### src/rtl/entry_pkg.sv
// Shared types and constants for the keypad operand entry block.
package entry_pkg;

  localparam int DIGITS_DEFAULT = 3;

  typedef enum logic [1:0] {
    ENTER_A     = 2'd0,
    ENTER_B     = 2'd1,
    SHOW_RESULT = 2'd2
  } entry_state_e;

  localparam logic [3:0] KEY_ADD = 4'hA;
  localparam logic [3:0] KEY_EQ  = 4'hB;
  localparam logic [3:0] KEY_CLR = 4'hC;

  function automatic logic is_digit(input logic [3:0] key);
    return (key <= 4'd9);
  endfunction

endpackage

### src/rtl/bcd_entry_reg.sv
// BCD shift buffer with digit counter; ENTRY_ROLL_EN lets a full buffer keep
// shifting (oldest digit dropped) instead of holding. DIGITS must be >= 2.
module bcd_entry_reg #(
  parameter int DIGITS = 3
) (
  input  logic                  clk,
  input  logic                  n_reset,
  input  logic                  clr_i,
  input  logic                  load_i,
  input  logic                  shift_i,
  input  logic [3:0]            digit_i,
  output logic [4*DIGITS-1:0]   buf_o
);

  localparam int W  = 4 * DIGITS;
  localparam int CW = $clog2(DIGITS + 1);

  logic [W-1:0]  buf_q, buf_d;
  logic [CW-1:0] cnt_q, cnt_d;
  logic          full_s;

  assign full_s = (cnt_q == CW'(DIGITS));

  // next buffer/count: clear beats load beats shift
  always_comb begin
    buf_d = buf_q;
    cnt_d = cnt_q;
    if (clr_i) begin
      buf_d = '0;
      cnt_d = '0;
    end else if (load_i) begin
      buf_d = {{(W-4){1'b0}}, digit_i};
      cnt_d = CW'(1);
    end else if (shift_i) begin
      if (!full_s) begin
        buf_d = {buf_q[W-5:0], digit_i};
        cnt_d = cnt_q + CW'(1);
      end else begin
`ifdef ENTRY_ROLL_EN
        buf_d = {buf_q[W-5:0], digit_i};
`else
        buf_d = buf_q;
`endif
      end
    end else begin
      buf_d = buf_q;
    end
  end

  // buffer and counter state
  always_ff @(posedge clk) begin
    if (!n_reset) begin
      buf_q <= '0;
      cnt_q <= '0;
    end else begin
      buf_q <= buf_d;
      cnt_q <= cnt_d;
    end
  end

  assign buf_o = buf_q;

endmodule

### src/rtl/operand_entry.sv
// Keypad-to-BCD operand entry: press detect, entry FSM and operand registers.
// Optional macro ENTRY_ROLL_EN: full entry buffer rolls instead of holding.
module operand_entry
  import entry_pkg::*;
#(
  parameter int DIGITS = DIGITS_DEFAULT
) (
  input  logic                clk,
  input  logic                n_reset,
  input  logic [3:0]          key_code,
  input  logic                key_valid,
  output logic [4*DIGITS-1:0] operand_a,
  output logic [4*DIGITS-1:0] operand_b,
  output logic                sum_req,
  output logic [4*DIGITS-1:0] entry_bcd,
  output logic                show_result,
  output logic [1:0]          entry_state
);

  localparam int W = 4 * DIGITS;

  entry_state_e state_q, state_d;
  logic         key_valid_q, press_q;
  logic [3:0]   code_q;
  logic [W-1:0] opa_q, opb_q, buf_s;
  logic         sum_q;
  logic         digit_s, commit_a_s, commit_b_s, clr_ops_s;
  logic         buf_clr_s, buf_load_s, buf_shift_s;

  // Edge detect is registered so the key acts one edge after it is first seen;
  // key_valid_q resets high so a key held through reset is never accepted.
  always_ff @(posedge clk) begin
    if (!n_reset) begin
      key_valid_q <= 1'b1;
      press_q     <= 1'b0;
      code_q      <= 4'h0;
    end else begin
      key_valid_q <= key_valid;
      press_q     <= key_valid & ~key_valid_q;
      code_q      <= key_code;
    end
  end

  assign digit_s = press_q & is_digit(code_q);

  // state register
  always_ff @(posedge clk) begin
    if (!n_reset) begin
      state_q <= ENTER_A;
    end else begin
      state_q <= state_d;
    end
  end

  // next-state logic
  always_comb begin
    state_d = state_q;
    if (press_q && code_q == KEY_CLR) begin
      state_d = ENTER_A;
    end else if (press_q) begin
      case (state_q)
        ENTER_A:     state_d = (code_q == KEY_ADD) ? ENTER_B : ENTER_A;
        ENTER_B:     state_d = (code_q == KEY_EQ) ? SHOW_RESULT : ENTER_B;
        SHOW_RESULT: state_d = digit_s ? ENTER_A : SHOW_RESULT;
        default:     state_d = ENTER_A;
      endcase
    end else begin
      state_d = state_q;
    end
  end

  // datapath control decoded from state and accepted key
  always_comb begin
    commit_a_s  = 1'b0;
    commit_b_s  = 1'b0;
    clr_ops_s   = 1'b0;
    buf_clr_s   = 1'b0;
    buf_load_s  = 1'b0;
    buf_shift_s = 1'b0;
    if (press_q && code_q == KEY_CLR) begin
      clr_ops_s = 1'b1;
      buf_clr_s = 1'b1;
    end else if (press_q) begin
      case (state_q)
        ENTER_A: begin
          buf_shift_s = digit_s;
          commit_a_s  = (code_q == KEY_ADD);
          buf_clr_s   = (code_q == KEY_ADD);
        end
        ENTER_B: begin
          buf_shift_s = digit_s;
          commit_b_s  = (code_q == KEY_EQ);
        end
        SHOW_RESULT: begin
          clr_ops_s  = digit_s;
          buf_load_s = digit_s;
        end
        default: begin
          clr_ops_s = 1'b1;
          buf_clr_s = 1'b1;
        end
      endcase
    end else begin
      buf_shift_s = 1'b0;
    end
  end

  // committed operands and the compute strobe
  always_ff @(posedge clk) begin
    if (!n_reset) begin
      opa_q <= '0;
      opb_q <= '0;
      sum_q <= 1'b0;
    end else begin
      sum_q <= commit_b_s;
      if (clr_ops_s) begin
        opa_q <= '0;
        opb_q <= '0;
      end else begin
        if (commit_a_s) opa_q <= buf_s;
        if (commit_b_s) opb_q <= buf_s;
      end
    end
  end

  bcd_entry_reg #(.DIGITS(DIGITS)) u_buf (
    .clk     (clk),
    .n_reset (n_reset),
    .clr_i   (buf_clr_s),
    .load_i  (buf_load_s),
    .shift_i (buf_shift_s),
    .digit_i (code_q),
    .buf_o   (buf_s)
  );

  assign operand_a   = opa_q;
  assign operand_b   = opb_q;
  assign sum_req     = sum_q;
  assign show_result = (state_q == SHOW_RESULT);
  assign entry_state = state_q;
  assign entry_bcd   = (state_q == SHOW_RESULT) ? opb_q : buf_s;

endmodule

### config.mk
export PLATFORM = sky130hd
export DESIGN_NAME = operand_entry
export DESIGN_NICKNAME = d
export VERILOG_FILES = /design/src/rtl/entry_pkg.sv /design/src/rtl/bcd_entry_reg.sv /design/src/rtl/operand_entry.sv
export SDC_FILE = /design/constraint.sdc
export NUM_CORES = 1
export LEC_CHECK = 0
export BUFFER_PORTS_ARGS = -buffer_cell sky130_fd_sc_hd__buf_2
export CAP_MARGIN = 0
export CORE_ASPECT_RATIO = 0.9
export CORE_MARGIN = 4
export CORE_UTILIZATION = 55
export CTS_CLUSTER_SIZE = 28
export DETAILED_ROUTE_END_ITERATION = 10
export PLACE_DENSITY = 0.86
export SYNTH_ARGS = -nofsm -noshare
export SYNTH_HDL_FRONTEND = slang
export SYNTH_SLANG_ARGS = --single-unit
### constraint.sdc
create_clock -name clk -period 3.9 [get_ports clk]
set_input_delay 1.17 -clock clk [delete_from_list [all_inputs] [get_ports clk]]
set_output_delay 1.17 -clock clk [all_outputs]
set_load 0.005 [all_outputs]
== Word-level counts from Yosys, hierarchy flattened ==
Index checks and enable logic that the tools add are counted.

* Flip-flop bits (word level): 47
* Bits in latches: 0
* RAM bits: 0
* Memory bits (read-only): 0
* Output and inout port bits: 40
* Memories: 0

* Add/sub/neg operators: 1
* $mul: 0
* Div/mod/pow operators: 0
* Order comparisons: 1
* Equality and inequality tests: 7
* Shift-type cells: 0
* Mux-type cells: 29
* Bitwise operators: 5
* Reductions and logical operators: 11

{| class="wikitable"
|+ Operator list
! operator !! number
|-
| $mux 1 || 20
|-
| $eq 4x4->1 const B || 3
|-
| $mux 12 || 1
|-
| $mux 4 || 3
|-
| $reduce_or 2->1 || 5
|-
| $pmux 2 s3 || 1
|-
| $eq 2x2->1 const B || 2
|-
| $le 4x4->1 const B || 1
|-
| $mux 2 || 2
|-
| $pmux 1 s2 || 2
|-
| $reduce_and 2->1 || 2
|-
| $not 1->1 || 3
|-
| $reduce_or 3->1 || 1
|-
| $add 2x1->2 const B || 1
|-
| $and 1x1->1 || 2
|-
| $eq 2x1->1 const B || 1
|-
| $logic_not 2->1 || 1
|-
| $ne 2x2->1 const B || 1
|-
| $reduce_bool 2->1 || 1
|-
| $logic_and 1x1->1 || 1
|}

== Longest topological paths before layout ==
* Depth in word-level cells: 7
* Depth in mapped cells: 7
* Mapped depth without buffers: 5

== Modules after synthesis ==
Synthesis repeated with hierarchy kept, for this count alone.

* Cell total of the unflattened synthesis: 222
* Area total of the unflattened synthesis: 1973.1 um^2

{| class="wikitable"
|+ Modules (own cells, without submodules)
! module !! instances !! cells each !! area an instance (um^2) !! sequential area each (um^2)
|-
| operand_entry || 1 || 156 || 1385.1 || 660.6
|-
| bcd_entry_reg || 1 || 66 || 588.1 || 280.3
|}

== Worst setup path before layout ==
OpenSTA, ideal clock, no wires.

* Path kind: register -> output
* From: reg state_q[0] (netlist: entry_state[0])
* To: out entry_bcd[10]
* Arrival: 1.371 ns
* Path slack: 1.359 ns
* Stages on the path, launching flop included: 5
* Path buffers: 2
* Cell sequence: dfxtp_1 -> clkbuf_1 -> nand2b_1 -> buf_2 -> mux2_2

* Word-level cells in the longest chain between the ends: 2

{| class="wikitable"
|+ RTL lines
! element !! line !! text
|-
| start, declared || operand_entry.sv:22 || <nowiki>entry_state_e state_q, state_d;</nowiki>
|-
| start signal, assigned || operand_entry.sv:51 || <nowiki>state_q <= state_d;</nowiki>
|-
| $eq 2x2->1 || operand_entry.sv:141 || <nowiki>assign entry_bcd = (state_q == SHOW_RESULT) ? opb_q : buf_s;</nowiki>
|-
| $mux 12 || operand_entry.sv:141 ||
|-
| end, declared || operand_entry.sv:15 || <nowiki>output logic [4*DIGITS-1:0] entry_bcd,</nowiki>
|}

No other way between the ends.

== Worst setup path in the final report ==
* From: reg state_q[0] (netlist: entry_state[0])
* To: out entry_bcd[5]

Same word-level chain as after synthesis.

==> metrics.yaml <==
areaGrowthSynthToFinish_pct: 17.58
portBuffers: 46
synth.distinct_cells: 31
root_buffer: "clkbuf_8"
gr-usage-met1_pct: 23.01
antenna_found_initial: 0
synth.area.top_cells: "dfxtp_1 49%, mux2i_1 12%, mux2_2 7.0%, nand2_1 5.2%, nor2_1 5.2%"
cts_num_sinks: 47
layout-drive-gt1-share_pct: 29.22
hold_viol_final: 0
synth_edf_count: 0
place.gp.congestion: 0.8157
antenna_left: 0
fin_crit_sh_pct: 78.95
dieArea_mm2: 0.004534
async_flop_share_pct: 0
critPathKind: "reg2out"
slowest_stage: "nand2b_1"
place_area_mm2: 0.002158
routed_via_density: 5.352
synth_largest_area_cell: "dfxtp_1"
grt_pass1_vias: 1431
cts_setup_buffers: 0
fin_setup_tns_ns: 0
setup_violations: 0
worst_slew_pin_slew_ns: 1.047
ys_ff_latch: 47
overflow: 0
initial_core_util_pct: 57.30
netlist_area_mm2: 0.001936
syn_nets: 208
drtIter0Drc: 79
start_kind: "flop"
worst-path-max-fanout: 13
htreeDepth: 2
grt_pass1_wl_mm: 6.534
yosysWarnings: 0
grt_use_met2_pct: 28.50
vias: 1536
cts_hold_buf: 0
nets: 250
max_slew_margin_pct: 29.59
wl_per_cell_um: 13.97
clkSlewWorstSetupHoldPaths_ns: 0.08
post_cts_resized: 0
max_freq_mhz: 324.8
ys.flop_type: "dfxtp_1"
rows: 20
synth_top_area_share_pct: 48.61
crit_required_ns: 2.73
maxSlewViolCount: 0
clk_latency_ns: 0.30
diodes: 0
gr-max-usage-layer: "met2"
grt.met3_usage_pct: 5.189
die_w_um: 70.53
design.core.area_mm2: 0.003378
grtUsageTotal_pct: 17.99
num_io_pins: 47
end_kind: "output pin"
cpPeakStageDelay_ns: 0.55
cts_made_buffers: 5
rsz0062_at_grt: "false"
drc_errors: 0
leakagePower_nw: 1.058
cts_tree: "yes"
pwr_density_cell_mw_per_mm2: 386.5
pre_cts_slack_ns: 1.150
synthCells: 200
ir_worst_vdd_mv: 0.2723
dr.pass1.iters: 4
syn_avg_cell_area_um2: 9.678
fin_skew_ns: 0.008462
cts_buffer_depth: 2
final.min_clock_period_ns: 3.079
path_cells: "nand2b_1 > mux2_2 > buf_2"
hp-class: "reg2reg"
seq_area_frac_synth_pct: 48.61
cap_violations: 0
wl_mm: 4.010
setup_slack_ns: 0.8208
die_y_um: 64.28
dp_hpwl_mm: 2.877
critical_path_arrival_ns: 1.91
fin_util_pct: 67.37
stdcell_area_mm2: 0.002276
grt_max_degree: 25
outcome: "finished clean"
[path summary, 6_finish.rpt]
path | slack [ns] | cells after the start | from | to
setup reg to reg | 1.87 | 4 | code_q[1] | u_buf.buf_o[3]
hold / removal | 0.38 | 1 | key_valid_q | press_q
hold reg to reg | 0.38 | 1 | key_valid_q | press_q
setup / recovery | 0.82 | 3 | entry_state[0] | entry_bcd[5]
[layer usage]
metal	vias to the layer above	wire (um)	share of wire [%]
li1	760	-	-
met1	723	1845	46
met2	45	1855	46
met3	8	234	5.8
met4	0	75	1.9
met5	-	0	0
[cell usage in the layout, fill, tap and decap left out]
master / synthesis / layout
nor3_4: 1 / 1
clkbuf_8: 0 / 6
and2_1: 6 / 6
dfxtp_1: 47 / 47
nand2_1: 27 / 27
o31ai_2: 1 / 1
nand3b_4: 1 / 1
nand2b_1: 7 / 7
or4_1: 1 / 1
bufinv_16: 0 / 1
a31oi_1: 1 / 1
or3_1: 2 / 2
nand3b_1: 1 / 1
nand3b_2: 1 / 1
o21ai_0: 2 / 2
a22oi_1: 1 / 1
a311o_1: 1 / 1
inv_1: 3 / 3
mux2i_1: 23 / 23
clkinv_2: 0 / 1
o211ai_1: 1 / 1
ha_1: 1 / 1
nor3b_1: 1 / 1
mux2_2: 12 / 12
nor4_2: 1 / 1
a221oi_1: 2 / 2
nor2_1: 27 / 27
nand3_1: 1 / 1
o21a_1: 1 / 1
a21oi_1: 16 / 16
buf_2: 8 / 46
[cells by family (layout without fill, tap and decap cells)]
kind of cell / count (synthesis) / count (layout) / synth area share, %
compound gates: 26 / 26 / 8.210
fa+ha+maj: 1 / 1 / 0.6463
simple gates: 77 / 77 / 19.85
flops: 47 / 47 / 48.61
mux: 35 / 35 / 18.88
buf+inv: 14 / 57 / 3.814
[cell type report]
| cell class | instances | area, um2 |
|---|---|---|
| inverter | 3 | 11.26 |
| timing repair buffer | 46 | 230.2 |
| clock inverter | 2 | 35.03 |
| sequential | 47 | 940.9 |
| multi-input combinational | 139 | 920.9 |
| fill | 287 | 1102 |
| tap | 44 | 55.05 |
| clock buffer | 6 | 82.58 |
[cell usage after synthesis (all sizes together) (2+ instances only)]
cell,n
a21oi,16
and2,6
buf,10
a221oi,2
inv,3
or3,2
nor2,27
mux2,12
nand2,27
o21ai,2
dfxtp,47
nand3b,3
nand2b,7
mux2i,23
[through the flow]
stage	instances	hold WS (ns)	total power, mW
final	287	0.3849	0.8796
after global routing	287	0.4000	0.9146
after CTS	287	0.3863	0.8891
after detailed placement	279	0.3748	0.5327
after global placement	279	0.3699	0.5311
after floorplan	200	0.3665	0.5226
[power breakdown]
group / internal [mW] / switching [mW] / total (mW)
clock: 0.207 / 0.151 / 0.358
combinational: 0.0126 / 0.0163 / 0.0289
sequential: 0.484 / 0.00776 / 0.492
[sequential cells by signal (all words and copies together), names as in the netlist]
signal	cells
code_q	4
entry_state	2
key_valid_q	1
operand_a	12
operand_b	12
press_q	1
sum_req	1
u_buf.buf_o	12
u_buf.cnt_q	2
[critical path, delay by kind of cell (launching register included)]
family | cells | cell delay, ns
simple gates | 1 | 0.55
flops | 1 | 0.52
mux | 1 | 0.41
buf+inv | 1 | 0.13
(Power assumes the default switching activity.)
